$ cat src/rtl/efpga_copro_unit.sv
// efpga_copro_unit: responder for the EFPGA0/EFPGA1 custom instructions.
// It accepts one request from execute, starts the eFPGA fabric, waits for
// done or a bounded timeout, and holds the response until writeback takes it.
module efpga_copro_unit #(
  parameter int unsigned XLEN           = 32,
  parameter int unsigned TIMEOUT_CYCLES = 255
) (
  input  logic            p_clk,
  input  logic            p_reset,
  input  logic            p_req_valid,
  output logic            p_req_ready,
  input  logic [2:0]      p_req_funct3,
  input  logic [6:0]      p_req_funct7,
  input  logic [XLEN-1:0] p_req_rs1,
  input  logic [XLEN-1:0] p_req_rs2,
  input  logic [4:0]      p_req_rd,
  input  logic            p_flush,
  output logic            p_rsp_valid,
  input  logic            p_rsp_ready,
  output logic [XLEN-1:0] p_rsp_data,
  output logic [4:0]      p_rsp_rd,
  output logic            p_rsp_err,
  output logic            p_fab_start,
  output logic            p_fab_abort,
  output logic [7:0]      p_fab_op,
  output logic [XLEN-1:0] p_fab_a,
  output logic [XLEN-1:0] p_fab_b,
  input  logic            p_fab_done,
  input  logic [XLEN-1:0] p_fab_result
);

  localparam int unsigned CW = $clog2(TIMEOUT_CYCLES + 1);

  typedef enum logic [1:0] {
    S_IDLE,
    S_ISSUE,
    S_WAIT,
    S_RESP
  } state_e;

  state_e            state_q;
  logic [CW-1:0]     cnt_q;
  logic              start_q;
  logic              rsp_valid_q;
  logic              rsp_err_q;
  logic [XLEN-1:0]   rsp_data_q;
  logic [4:0]        rsp_rd_q;
  logic [7:0]        fab_op_q;
  logic [XLEN-1:0]   fab_a_q;
  logic [XLEN-1:0]   fab_b_q;

  logic accept;
  logic legal;
  logic timeout_hit;

  // Ready is qualified by reset and flush so it drops immediately, without
  // waiting for a clock edge.
  assign p_req_ready = (state_q == S_IDLE) && p_reset && !p_flush;
  assign accept      = p_req_valid && p_req_ready;
  assign legal       = (p_req_funct3[2:1] == 2'b11);
  assign timeout_hit = (state_q == S_WAIT) && !p_fab_done &&
                       (cnt_q == CW'(TIMEOUT_CYCLES - 1));

  // Abort has to land in the same cycle as the flush or the final WAIT cycle,
  // so it is decoded from the current state rather than registered.
  assign p_fab_abort = p_flush ? ((state_q == S_ISSUE) || (state_q == S_WAIT))
                               : timeout_hit;

  assign p_fab_start = start_q;
  assign p_rsp_valid = rsp_valid_q;
  assign p_rsp_err   = rsp_err_q;
  assign p_rsp_data  = rsp_data_q;
  assign p_rsp_rd    = rsp_rd_q;
  assign p_fab_op    = fab_op_q;
  assign p_fab_a     = fab_a_q;
  assign p_fab_b     = fab_b_q;

  // Control FSM with all registered outputs, timeout counter and latches.
  always_ff @(posedge p_clk or negedge p_reset) begin
    if (!p_reset) begin
      state_q     <= S_IDLE;
      cnt_q       <= '0;
      start_q     <= 1'b0;
      rsp_valid_q <= 1'b0;
      rsp_err_q   <= 1'b0;
      rsp_data_q  <= '0;
      rsp_rd_q    <= '0;
      fab_op_q    <= '0;
      fab_a_q     <= '0;
      fab_b_q     <= '0;
    end else begin
      start_q <= 1'b0;
      if (p_flush && (state_q != S_IDLE)) begin
        state_q     <= S_IDLE;
        rsp_valid_q <= 1'b0;
      end else begin
        unique case (state_q)
          S_IDLE: begin
            if (accept) begin
              rsp_rd_q <= p_req_rd;
              if (legal) begin
                fab_op_q <= {p_req_funct3[0], p_req_funct7};
                fab_a_q  <= p_req_rs1;
                fab_b_q  <= p_req_rs2;
                start_q  <= 1'b1;
                state_q  <= S_ISSUE;
              end else begin
                rsp_data_q  <= '0;
                rsp_err_q   <= 1'b1;
                rsp_valid_q <= 1'b1;
                state_q     <= S_RESP;
              end
            end
          end
          S_ISSUE: begin
            cnt_q   <= '0;
            state_q <= S_WAIT;
          end
          S_WAIT: begin
            if (p_fab_done) begin
              rsp_data_q  <= p_fab_result;
              rsp_err_q   <= 1'b0;
              rsp_valid_q <= 1'b1;
              state_q     <= S_RESP;
            end else if (timeout_hit) begin
              rsp_data_q  <= '1;
              rsp_err_q   <= 1'b1;
              rsp_valid_q <= 1'b1;
              state_q     <= S_RESP;
            end else begin
              cnt_q <= cnt_q + CW'(1);
            end
          end
          S_RESP: begin
            if (p_rsp_ready) begin
              rsp_valid_q <= 1'b0;
              state_q     <= S_IDLE;
            end
          end
          default: state_q <= S_IDLE;
        endcase
      end
    end
  end

endmodule

$ cat config.mk
export PLATFORM = sky130hd
export DESIGN_NAME = efpga_copro_unit
export DESIGN_NICKNAME = d
export VERILOG_FILES = /design/src/rtl/efpga_copro_unit.sv
export SDC_FILE = /design/constraint.sdc
export NUM_CORES = 1
export LEC_CHECK = 0
export BUFFER_PORTS_ARGS = -buffer_cell sky130_fd_sc_hd__buf_2
export CAP_MARGIN = 0
export CORE_MARGIN = 3
export CORE_UTILIZATION = 51
export CTS_CLUSTER_SIZE = 8
export DETAILED_ROUTE_END_ITERATION = 6
export PLACE_DENSITY_LB_ADDON = 0.25
export SLEW_MARGIN = 10
export SYNTH_ARGS = -nofsm -noshare
export SYNTH_HDL_FRONTEND = slang
export SYNTH_SLANG_ARGS = --single-unit
$ cat constraint.sdc
create_clock -name p_clk -period 5.21 [get_ports p_clk]
set_input_delay 1.042 -clock p_clk [delete_from_list [all_inputs] [get_ports p_clk]]
set_output_delay 1.042 -clock p_clk [all_outputs]
set_load 0.01 [all_outputs]
==> results of run 1 <==
kinds of logic after synthesis:
kind of cell	share of synthesized area, %
compound gates	10.4
simple gates	6.30
flops	57.2
mux	19.7
buf+inv	5.27
fa+ha+maj	1.17
power by group through the flow:
stage	registers (uW)	logic, uW	clock network, uW
after CTS	1470	1350	1200
after floorplan	1640	657	0
after global placement	1470	1310	0
after detailed placement	1490	1350	0
after global routing	1510	1450	1250
final	1470	1330	1180
through the flow:
stage | setup WS, ps | total power, uW
4_1_cts | 1940 | 4030
2_1_floorplan | 2410 | 2290
3_5_place_dp | 1950 | 2840
3_3_place_gp | 1970 | 2780
6_report | 2000 | 3970
5_1_grt | 1810 | 4210
layout make-up:
type / instances / area [sq um] / share of cell area [%]
Clock inverter: 13 / 169 / 2.37
Inverter: 23 / 86.3 / 1.21
Sequential cell: 122 / 3050 / 42.9
Tap cell: 133 / 166 / 2.34
Timing Repair Buffer: 234 / 1180 / 16.6
Clock buffer: 19 / 442 / 6.21
Multi-Input combinational cell: 220 / 2020 / 28.3
layout by cell type (no fill, tap or decap), types with 8 or more instances in the layout:
cell type    n
a2bb2oi_2   18
buf_2      229
clkbuf_16   16
dfrtp_1    122
inv_1       22
mux2_1      71
mux2_2       8
mux2i_1     16
nand2_1     26
o21ai_0     20
worst paths after layout:
path,start,endpoint,slack (ps)
min in group asynchronous,p_reset,p_rsp_rd[4],710
worst max-delay path,state_q[0],p_fab_abort,2000
max in group asynchronous,p_reset,p_rsp_valid,3250
worst max register to register,state_q[0],p_rsp_data[21],2220
worst min register to register,p_fab_b[5],p_fab_b[5],480
worst min-delay path,p_fab_b[5],p_fab_b[5],480
per-layer routing:
metal | vias to the layer above | GRT usage (%)
met3 | 19 | 6.51
met5 | - | 0
met2 | 149 | 37.1
met1 | 1935 | 24.5
li1 | 1856 | -
met4 | 0 | 7.94
critical path, delay by kind of cell, from the launching register on:
family | cells | cell delay, ps
AOI/OAI and AO/OA | 1 | 310
DFF | 1 | 390
and+or+nand+nor | 1 | 130
buffers and inverters | 3 | 670
adders and majority gates | 1 | 150
flip-flops by register name, indices dropped and copies added (netlist names):
name / flops
p_rsp_data: 32
p_fab_b: 32
cnt_q: 8
p_fab_op: 8
p_fab_a: 32
p_rsp_err: 1
p_fab_start: 1
p_rsp_valid: 1
p_rsp_rd: 5
state_q: 2
==> results.cfg, run 1 <==
[logic_synthesis]
synth_area_sq_um = 5340
synth_area_leaders = dfrtp_1 57%, mux2_1 15%, a2bb2oi_2 5.1%
synthCells = 385
yosysSeqAreaShare_pct = 57.2
synth-seq-cells = 122
yosysMostFrequentCell = dfrtp_1
synth_top_cell_by_area = dfrtp_1
netlist.area_leader.share_pct = 57.2
yosys_most_used_dff = dfrtp_1
avgSynthCellArea_sq_um = 13.9
synth_cell_types = 47
synth_nets = 507
ys_warn_count = 0
synth_commonest_cells = 122 x dfrtp_1, 71 x mux2_1, 26 x nand2_1
synth_edf_count = 0
synthArstFlopShare_pct = 100

[cells_and_area]
post-route-util_pct = 71.2
diodes = 0
nNetsFinal = 740
area_growth_pct = 33.2
nFillCells = 741
drive_above_1_share_pct = 47.5
fin_cells = 764
final_cell_area_sq_um = 7120

[grt]
grt_util_all_layers_pct = 21.2
grt_pass1_vias = 3946
grt_pass1_wl_microns = 19100
antenna_found_initial = 0
grt_overflow = 0
grt_max_degree = 74

[sta]
hold_viol_final = 0
holdWs_ps = 479
period_needed_ps = 3210
fmax_mhz = 311
tightest_slew_ps = 1170
clock_skew_ps = 6.73
maxSlewViolCount = 0
finalSetupViolCount = 0
fin_crit_sh_pct = 61.7
slew-limit-headroom_pct = 21.7
rsz0062_at_grt = no
tns_ps = 0

[min_path]
hold_class = flop to flop
whs_path_depth = 1

[placed_design]
port_buffers = 230
placed_area_sq_um = 6510
globalplace.congestion = 0.810
dp.cells = 732
dp_hpwl_microns = 9190

[clock_network]
clk_path_buf_depth = 2
cts_sinks = 122
clk_latency_ps = 510
cts_tree = built
cts.repair.resized = 0
cts_root_buf = clkbuf_8
cts.clk_slew.worst_paths_ps = 60
hold_buffers = 0
htree_num_levels = 4
numCtsBuffers = 17
post_cts_buffers = 0

[power_and_ir_drop]
p_sw_share_pct = 32.8
powerDensity_nw_per_um2 = 558
p_seq_share_pct = 37.0
p_sw_uw = 1300
comb_power_share_pct = 33.4
clockPowerShare_pct = 29.7
power.leakage_uw = 0.00385
peakVddDrop_v = 0.000268
p_int_uw = 2670

[setup_path]
max_stage_delay_ps = 390
crit_chain = inv_1, ha_1, buf_4, nand2b_1, o41ai_1, buf_2
required_ps = 4170
worstSetupStartpointType = flop
cp-end-kind = primary output
worstSetupPathType = flop to primary output
slowest_stage = dfrtp_1
critPathArrivalTime_ps = 2170
path_max_fanout = 44
reg2reg_depth = 7

[flow_run]
max-cap-violations = 0

[detailed_routing]
drtIter0Drc = 143
vias_per_cell = 5.18
drt_pass1_iterations = 6
drt.antenna.violating_nets = 0
route.met3.wl_microns = 900
wl_met1_microns = 4940
drc_errors = 0
routed_wirelength_microns = 12500
routed.top_layer = met4
vias = 3959
post_drt_wl_per_cell_microns = 16.4
route.met2.wl_microns = 6490

[floorplan]
ios = 231
num_rows = 36
die_width_microns = 108
core_region_area_sq_um = 10000
initial_core_util_pct = 53.4
dieArea_sq_um = 11700
die_h_microns = 108

[run_status]
status = completed
(Power assumes the default switching activity.)
==> run 2: changes to the inputs <==
ABC_AREA = 1   (was default)
CORE_UTILIZATION = 47   (was 51)
clock period = 3.1 ns   (was 5.21 ns; I/O delays follow)
==> run 2 against run 1 <==
Effect of this change:
- critical path depth grew 1
- routed wire length grew 7.7%
- clock skew is essentially flat
- critical endpoint unchanged
- first-iteration DRC count grew 83%
- area after synthesis shrank 2.6%
- clock power grew 65%
- highest routed layer unchanged
==> results.cfg, run 2 <==
[setup_path]
path_max_fanout = 4
cp-end-kind = primary output
crit_chain = inv_1, ha_1, nand2_1, nor3_1, nand2_1, o21ai_0, buf_2
worstSetupPathType = flop to primary output
crit_family = simple AND/OR/NAND/NOR gates
reg2reg_depth = 8
slowest_stage = dfrtp_1
path_depth = 7
max_stage_delay_ps = 390
required_ps = 2480
worstSetupStartpointType = flop
path_buf_inv = 2
critPathArrivalTime_ps = 2060
cp_common_cell = nand2_1

[logic_synthesis]
synth_nets = 703
synth_top_cell_by_area = dfrtp_1
synth_commonest_cells = 285 x nand2_1, 122 x dfrtp_1, 44 x o21ai_0
synth_area_sq_um = 5200
yosysMostFrequentCell = nand2_1
yosys_most_used_dff = dfrtp_1
avgSynthCellArea_sq_um = 8.95
synthCells = 581
synth_edf_count = 0
synth-seq-cells = 122
synthArstFlopShare_pct = 100
netlist.area_leader.share_pct = 58.7
ys_warn_count = 0
synth_area_leaders = dfrtp_1 59%, nand2_1 21%, o21ai_0 4.2%
yosysSeqAreaShare_pct = 58.7
synth_cell_types = 26

[clock_network]
cts.clk_slew.worst_paths_ps = 60
cts_sinks = 122
cts_tree = built
numCtsBuffers = 17
post_cts_buffers = 0
cts.repair.resized = 0
clk_path_buf_depth = 2
hold_buffers = 0
cts_root_buf = clkbuf_8
htree_num_levels = 4
clk_latency_ps = 500

[detailed_routing]
post_drt_wl_per_cell_microns = 14.1
drt_pass1_iterations = 5
drtIter0Drc = 261
drt.antenna.violating_nets = 0
vias = 4605
vias_per_cell = 4.82
routed_wirelength_microns = 13500
drc_errors = 0

[cells_and_area]
final_cell_mix = 285 x nand2_1, 229 x buf_2, 122 x dfrtp_1
nFillCells = 879
drive_above_1_share_pct = 36.2
fin_cells = 955
ff_latch_area_sq_um = 3050
final_cell_area_sq_um = 6970
multi_input_area_sq_um = 1860
nNetsFinal = 929
area_growth_pct = 33.9
final_common_cell = nand2_1

[placed_design]
dp_hpwl_microns = 9690
dp.cells = 924
dp_slack_ps = 740
globalplace.congestion = 0.846
port_buffers = 230
placed_area_sq_um = 6370

[sta]
tightest_slew_ps = 1140
clock_skew_ps = 6.71
fmax_mhz = 373
hold_viol_final = 0
period_needed_ps = 2680
tns_ps = 0
maxSlewViolCount = 0
rsz0062_at_grt = no
worst_slack_ps = 416
slew-limit-headroom_pct = 24.0
fin_crit_sh_pct = 86.6
finalSetupViolCount = 0

[flow_run]
max-cap-violations = 0

[grt]
grt_pass1_vias = 4573
antenna_found_initial = 1
grt_max_degree = 79
grt_overflow = 0
grt_util_all_layers_pct = 21.9
grt_pass1_wl_microns = 22100

[power_and_ir_drop]
powerDensity_nw_per_um2 = 997
peakVddDrop_v = 0.000487
p_total_uw = 6940
power.leakage_uw = 0.00396

[min_path]
hold_class = input pin to asynchronous set/reset pin

[floorplan]
initial_core_util_pct = 49.3
num_rows = 37
ios = 231
core_region_area_sq_um = 10600
die_h_microns = 111
dieArea_sq_um = 12400
die_width_microns = 111

[run_status]
status = completed
[run 2: cell types whose count changed after synthesis, sizes merged, moves of 4 or more]
cell,delta
o21ai,+52
or3,-4
nor2,+7
o211ai,-4
mux2i,-16
nand2,+260
nand3,+11
mux2,-74
a2bb2oi,-18
clkbuf,+8
[run 2: report_power, final]
group / leakage [uW] / switching, uW / internal, uW
logic: 0.00209 / 1480 / 946
registers: 0.00160 / 337 / 2230
clock network: 0.000270 / 724 / 1220
[run 2: per-stage QoR]
stage	hold WS [ps]	utilization, %
2_1_floorplan	324	-
3_3_place_gp	448	60.4
3_5_place_dp	453	60.4
4_1_cts	289	66.0
5_1_grt	302	66.0
6_report	299	66.0
[run 2: final cells by class]
type	instances	area share, %
diodes	1	0.0359
clock buffers	17	5.95
clock inverters	13	2.50
inverters	20	1.08
multi-input cells	409	26.7
flip-flops and latches	122	43.8
well taps	136	2.44
repair buffers	237	17.5
[run 2: final timing paths]
path	from	endpoint	slack (ps)
worst max-delay path	state_q[0]	p_fab_abort	420
worst min-delay path	p_reset	p_rsp_data[10]	300
worst max register to register	state_q[0]	p_rsp_data[15]	710
worst min register to register	p_fab_b[14]	p_fab_b[14]	460
max in group asynchronous	p_reset	p_fab_a[29]	2020
min in group p_clk	p_req_rs2[3]	p_fab_b[3]	320
[run 2: worst reg2reg max path, cell delays in order, from the launching register on]
cell and delay (ps):
dfrtp_1 390, inv_1 80, ha_1 380, nand4_4 260, nand2_1 140, nand3_2 460, buf_4 410, nand2_1 80
o21ai_1 70
[run 2: cell families after synthesis]
| kind of cell | count (synthesis) | share of synthesized area (%) |
|---|---|---|
| DFF | 122 | 58.7 |
| AOI/OAI and AO/OA | 78 | 8.66 |
| buffers and inverters | 50 | 5.68 |
| xor gates and xnor gates | 3 | 0.505 |
| adders and majority gates | 5 | 1.20 |
| muxes | 5 | 1.08 |
| and+or+nand+nor | 318 | 24.2 |
[run 2: per-layer routing]
metal	vias to the layer above	track usage (%)	part of all wire (%)
met5	-	0	0
met4	0	8.43	2.3
met3	26	4.97	6.0
met2	170	37.0	50
met1	2125	27.4	41
li1	2284	-	-
